--- config.mk ---
export PLATFORM = sky130hd
export DESIGN_NAME = reg_file_sb_flat
export DESIGN_NICKNAME = d
export VERILOG_FILES = /design/src/rtl/reg_file_sb_if.sv /design/src/rtl/reg_file_sb.sv /design/src/flat_wrapper.sv
export SDC_FILE = /design/constraint.sdc
export NUM_CORES = 2
export LEC_CHECK = 0
export BUFFER_PORTS_ARGS = -buffer_cell sky130_fd_sc_hd__clkbuf_2
export CORE_MARGIN = 3
export CORE_UTILIZATION = 35
export DETAILED_ROUTE_END_ITERATION = 6
export PLACE_DENSITY_LB_ADDON = 0.05
export SLEW_MARGIN = 20
export SYNTH_ARGS = -nofsm -noshare
export SYNTH_HDL_FRONTEND = slang
export SYNTH_SLANG_ARGS = --single-unit
export TNS_END_PERCENT = 5
--- constraint.sdc ---
create_clock -name clk -period 9.53 [get_ports clk]
set_input_delay 1.4295 -clock clk [delete_from_list [all_inputs] [get_ports clk]]
set_output_delay 1.4295 -clock clk [all_outputs]
set_load 0.01 [all_outputs]
--- src/rtl/reg_file_sb_if.sv ---
// +-----------------------------------------------------------------------+
// | reg_file_sb_if : read/writeback/issue bus of the scoreboarded regfile |
// | Revision 1.0                                                          |
// +-----------------------------------------------------------------------+
`default_nettype none

interface reg_file_sb_if #(
  parameter int XLEN  = 32,
  parameter int NREGS = 32,
  parameter int NRD   = 2,
  parameter int AW    = $clog2(NREGS)
);
  logic [NRD*AW-1:0]   ra;
  logic [NRD*XLEN-1:0] rd;
  logic [NRD-1:0]      rbusy;
  logic                we;
  logic [AW-1:0]       wa;
  logic [XLEN-1:0]     wd;
  logic                iss;
  logic [AW-1:0]       ia;
  logic                flush;

  modport master (
    output ra, we, wa, wd, iss, ia, flush,
    input  rd, rbusy
  );

  modport slave (
    input  ra, we, wa, wd, iss, ia, flush,
    output rd, rbusy
  );
endinterface

`default_nettype wire

--- src/rtl/reg_file_sb.sv ---
// +-----------------------------------------------------------------------+
// | reg_file_sb : register file with per-register busy scoreboard;        |
// | REG_FILE_SB_BYPASS_EN adds a same-cycle writeback bypass. Rev 1.0     |
// +-----------------------------------------------------------------------+
`default_nettype none

module reg_file_sb #(
  parameter int XLEN  = 32,
  parameter int NREGS = 32,
  parameter int NRD   = 2,
  parameter int AW    = $clog2(NREGS)
) (
  input  logic          clk,
  input  logic          rst,
  reg_file_sb_if.slave  bus
);

  logic [XLEN-1:0]     mem_q [NREGS];
  logic [NREGS-1:0]    busy_q;
  logic [NREGS-1:0]    busy_d;
  logic                w_wr_en;
  logic [NRD*XLEN-1:0] w_rd;
  logic [NRD-1:0]      w_rbusy;

  assign w_wr_en = bus.we && (bus.wa != '0);

  // Issue is applied last so it wins over both flush and a same-register writeback.
  always_comb begin
    busy_d = busy_q;
    if (bus.flush) begin
      busy_d = '0;
    end
    if (bus.we) begin
      busy_d[bus.wa] = 1'b0;
    end
    if (bus.iss && (bus.ia != '0)) begin
      busy_d[bus.ia] = 1'b1;
    end
    busy_d[0] = 1'b0;
  end

  always_ff @(posedge clk) begin
    if (rst) begin
      for (int i = 0; i < NREGS; i++) begin
        mem_q[i] <= '0;
      end
      busy_q <= '0;
    end else begin
      if (w_wr_en) begin
        mem_q[bus.wa] <= bus.wd;
      end
      busy_q <= busy_d;
    end
  end

  for (genvar p = 0; p < NRD; p++) begin : g_rd
    logic [AW-1:0]   w_addr;
    logic [XLEN-1:0] w_mem;

    assign w_addr = bus.ra[p*AW +: AW];
    assign w_mem  = (w_addr == '0) ? '0 : mem_q[w_addr];

`ifdef REG_FILE_SB_BYPASS_EN
    logic w_hit;
    assign w_hit = w_wr_en && (w_addr == bus.wa);
    assign w_rd[p*XLEN +: XLEN] = w_hit ? bus.wd : w_mem;
    assign w_rbusy[p] = w_hit ? (bus.iss && (bus.ia == bus.wa)) : busy_q[w_addr];
`else
    assign w_rd[p*XLEN +: XLEN] = w_mem;
    assign w_rbusy[p] = busy_q[w_addr];
`endif
  end

  assign bus.rd    = w_rd;
  assign bus.rbusy = w_rbusy;

endmodule

`default_nettype wire

--- src/flat_wrapper.sv ---
// flat-port wrapper written by rule: the top's interface ports become plain ports
module reg_file_sb_flat 
#(
  parameter int XLEN  = 32,
  parameter int NREGS = 32,
  parameter int NRD   = 2,
  parameter int AW    = $clog2(NREGS)
)
  (clk, rst, bus_ra, bus_we, bus_wa, bus_wd, bus_iss, bus_ia, bus_flush, bus_rd, bus_rbusy);
  reg_file_sb_if #(.XLEN(XLEN), .NREGS(NREGS), .NRD(NRD), .AW(AW)) bus_i ();
  input  logic clk;
  input  logic rst;
  input wire logic [$bits(bus_i.ra)-1:0] bus_ra;
  input wire logic [$bits(bus_i.we)-1:0] bus_we;
  input wire logic [$bits(bus_i.wa)-1:0] bus_wa;
  input wire logic [$bits(bus_i.wd)-1:0] bus_wd;
  input wire logic [$bits(bus_i.iss)-1:0] bus_iss;
  input wire logic [$bits(bus_i.ia)-1:0] bus_ia;
  input wire logic [$bits(bus_i.flush)-1:0] bus_flush;
  output wire logic [$bits(bus_i.rd)-1:0] bus_rd;
  output wire logic [$bits(bus_i.rbusy)-1:0] bus_rbusy;
  assign bus_i.ra = bus_ra;
  assign bus_i.we = bus_we;
  assign bus_i.wa = bus_wa;
  assign bus_i.wd = bus_wd;
  assign bus_i.iss = bus_iss;
  assign bus_i.ia = bus_ia;
  assign bus_i.flush = bus_flush;
  assign bus_rd = bus_i.rd;
  assign bus_rbusy = bus_i.rbusy;
  reg_file_sb #(.XLEN(XLEN), .NREGS(NREGS), .NRD(NRD), .AW(AW)) u_core (.clk(clk), .rst(rst), .bus(bus_i));
endmodule
==> run_results.csv <==
group,metric,value,unit
status,status,"finished, final reports clean",
worst_setup_path,startpoint_type,"primary input",
timing,rsz0062_at_grt,"false",
logic_synthesis,synth_top_area_frac,0.548,
timing,hold_viol,0,
logic_synthesis,synth_top_area_cell,"edfxtp_1",
logic_synthesis,syn_inst,3786,
floorplan,start_util,0.353,
logic_synthesis,synth_edf_count,1022,
logic_synthesis,synthFlopType,"edfxtp_1",
clocking,root_buffer,"clkbuf_16",
worst_setup_path,critPathCaptureType,"output pin",
worst_setup_path,critPathArrivalTime,4.82,ns
hold_path,holdPathStages,2,
timing,period_share,0.656,
global_route,grt_antenna_before_repair,36,
worst_setup_path,r2r-start,"u_core.busy_q[31]",
clocking,clk_latency,0.76,ns
floorplan,pin_count,123,
worst_setup_path,critPathKind,"in2out",
placement,place_inst,5699,
global_route,grt_pass1_vias,37900,
clocking,clkSinkCount,1053,
drt,drtIter0Drc,4101,
logic_synthesis,synth-async-reset-ratio,0,
global_route,grt_pass1_wl,317000,um
drt,finalWirelength,230000,um
drt,wl_per_cell,38.7,um
drt,vias,36200,
timing,fin_crit,6.25,ns
floorplan,die_area,165000,um2
timing,setup_violations,0,
logic_synthesis,netlist_area,56000,um2
timing,tightest_slew,1.15,ns
finish,area_growth,12.7,%
clocking,cts_buffers,132,
clocking,clk_pin_slew_worst_paths,0.05,ns
hold_path,min_from,"u_core.busy_q[13]",
hold_path,hold_path_class,"reg2reg",
logic_synthesis,syn_area_per_cell,14.8,um2
logic_synthesis,yosysWarnings,0,
run,maxCapViolations,0,
worst_setup_path,worst-path-max-fanout,52,
clocking,post-cts-setup-buffer-count,0,
global_route,grt_overflow,0,
clocking,cts.path.max_buffers,3,
worst_setup_path,ff2ff_path_depth,2,
logic_synthesis,yosys-top-cells-area,"edfxtp_1 (55%), mux4_2 (19%), and2_1 (11%), mux2_2 (2.9%), clkbuf_1 (2.0%)",
drt,viasPerCell,6.07,
drt,drc,0,
drt,dr.pass1.iters,5,
hold_path,min_to,"u_core.busy_q[13]",
timing,max_freq,160,MHz
timing,slew_violations,0,
finish,num-fill-cells,14600,
timing,max_slew_margin,0.230,
logic_synthesis,synth-seq-area-share,0.559,
power,vdd_drop_max,0.164,mV
finish,final_util,0.398,
power,leakagePower,0.0212,uW
placement,place.gp.congestion,0.852,
placement,place_ws,3.35,ns
floorplan,core,159000,um2
finish,drive_gt1_frac,0.283,
finish,fin_nets,3818,
placement,port_buffers,122,
timing,tns,0,ns
clocking,htreeDepth,4,
clocking,cts_resized,0,
timing,whs,0.513,ns
timing,fin_skew,0,ns
floorplan,die_height,406,um
finish,fin_cells,5958,
power,powerDensity,187,nW/um2
clocking,hold_buffers,0,
worst_setup_path,rr_endpoint,"u_core.busy_q[31]",
placement,dp_hpwl,131000,um
worst_setup_path,cp.required,8.10,ns
floorplan,die_w,406,um
global_route,track_usage,0.280,
logic_synthesis,ys_ff_latch,1053,
clocking,cts_tree,"built",
drt,ant_nets,0,
global_route,grt_max_degree,102,
worst_setup_path,r2r_slack,8.74,ns
logic_synthesis,synth_cell_type_count,44,
timing,setup_ws,3.28,ns
floorplan,rows,146,
-- metal layers --
| layer | wire [um] | GRT usage | vias up |
|---|---|---|---|
| met5 | 50 | 0 | - |
| met4 | 10700 | 0.117 | 8 |
| met3 | 18400 | 0.0536 | 398 |
| met2 | 110000 | 0.455 | 1975 |
| met1 | 91300 | 0.368 | 19300 |
| li1 | - | - | 14500 |
-- logic make-up after synthesis --
kind of cell	Yosys count	share of synthesized area
AO/OA/AOI/OAI	385	0.0492
multiplexers	642	0.223
other	1	0.0000670
AND/OR/NAND/NOR	1285	0.137
flip-flops	1053	0.559
buffers and inverters	420	0.0317
-- through the flow --
stage | power, uW | cell area, um2
CTS | 11900 | 63000
detailed placement | 6970 | 58800
finish | 11800 | 63000
global placement | 6950 | 58800
global route | 12200 | 63000
floorplan | 6330 | 56100
-- cell usage after synthesis (36+ instances only) --
| cell | number |
|---|---|
| clkbuf_1 | 293 |
| mux4_2 | 463 |
| nor2_1 | 76 |
| nor2b_1 | 37 |
| a221oi_1 | 36 |
| mux2_2 | 144 |
| o21ai_0 | 40 |
| and2_1 | 1001 |
| a21oi_1 | 56 |
| a22oi_1 | 84 |
| buf_2 | 81 |
| nand2_1 | 60 |
| edfxtp_1 | 1022 |
-- registers in the layout (all words and copies together) (netlist names) --
name	cells
u_core.busy_q	31
u_core.mem_q	1022
-- power by group --
part	total (uW)	leakage, uW	switching (uW)	internal, uW
Clock	4950	0.00205	2070	2880
Sequential	5470	0.00998	139	5330
Combinational	1410	0.00915	867	538
-- worst max-delay path, stage by stage --
cell      delay, ns
buf_6          0.63
buf_4          0.60
buf_4          0.63
mux4_2         0.40
mux2i_1        0.26
nor3b_1        0.09
a211o_1        0.44
clkbuf_2       0.20
-- final cells by class --
type                    count  area [um2]  share of cell area
repair buffers            227        1550              0.0245
multi-input cells        2342       23400               0.370
clock inverters            83         691              0.0110
flip-flops and latches   1053       31300               0.497
well taps                2072        2590              0.0411
diodes                     18        45.0            0.000714
clock buffers             158        3490              0.0553
inverters                   5        18.8            0.000298
-- cell usage in the layout, fill, tap and decap left out, drive strengths merged, types with 31 or more instances in the layout --
cell and n:
edfxtp 1022, and2 1002, mux4 468, clkbuf 271
mux2 144, buf 114, a22oi 84, nor2 76
clkinv 63, nand2 60, a21oi 56, o21ai 40
nor2b 37, a221oi 36, a221o 31, dfxtp 31
-- how the worst max path moves through the flow --
stage	start	to	cells past startpoint
3_5_place_dp	bus_ra[2]	bus_rd[30]	8
6_report	bus_ra[2]	bus_rd[30]	8
4_1_cts	bus_ra[2]	bus_rd[30]	8
3_3_place_gp	bus_ra[5]	bus_rd[62]	8
5_1_grt	bus_ra[5]	bus_rd[36]	8
2_1_floorplan	bus_ra[0]	bus_rd[11]	7
No activity file was read; power rests on OpenSTA's default activity.
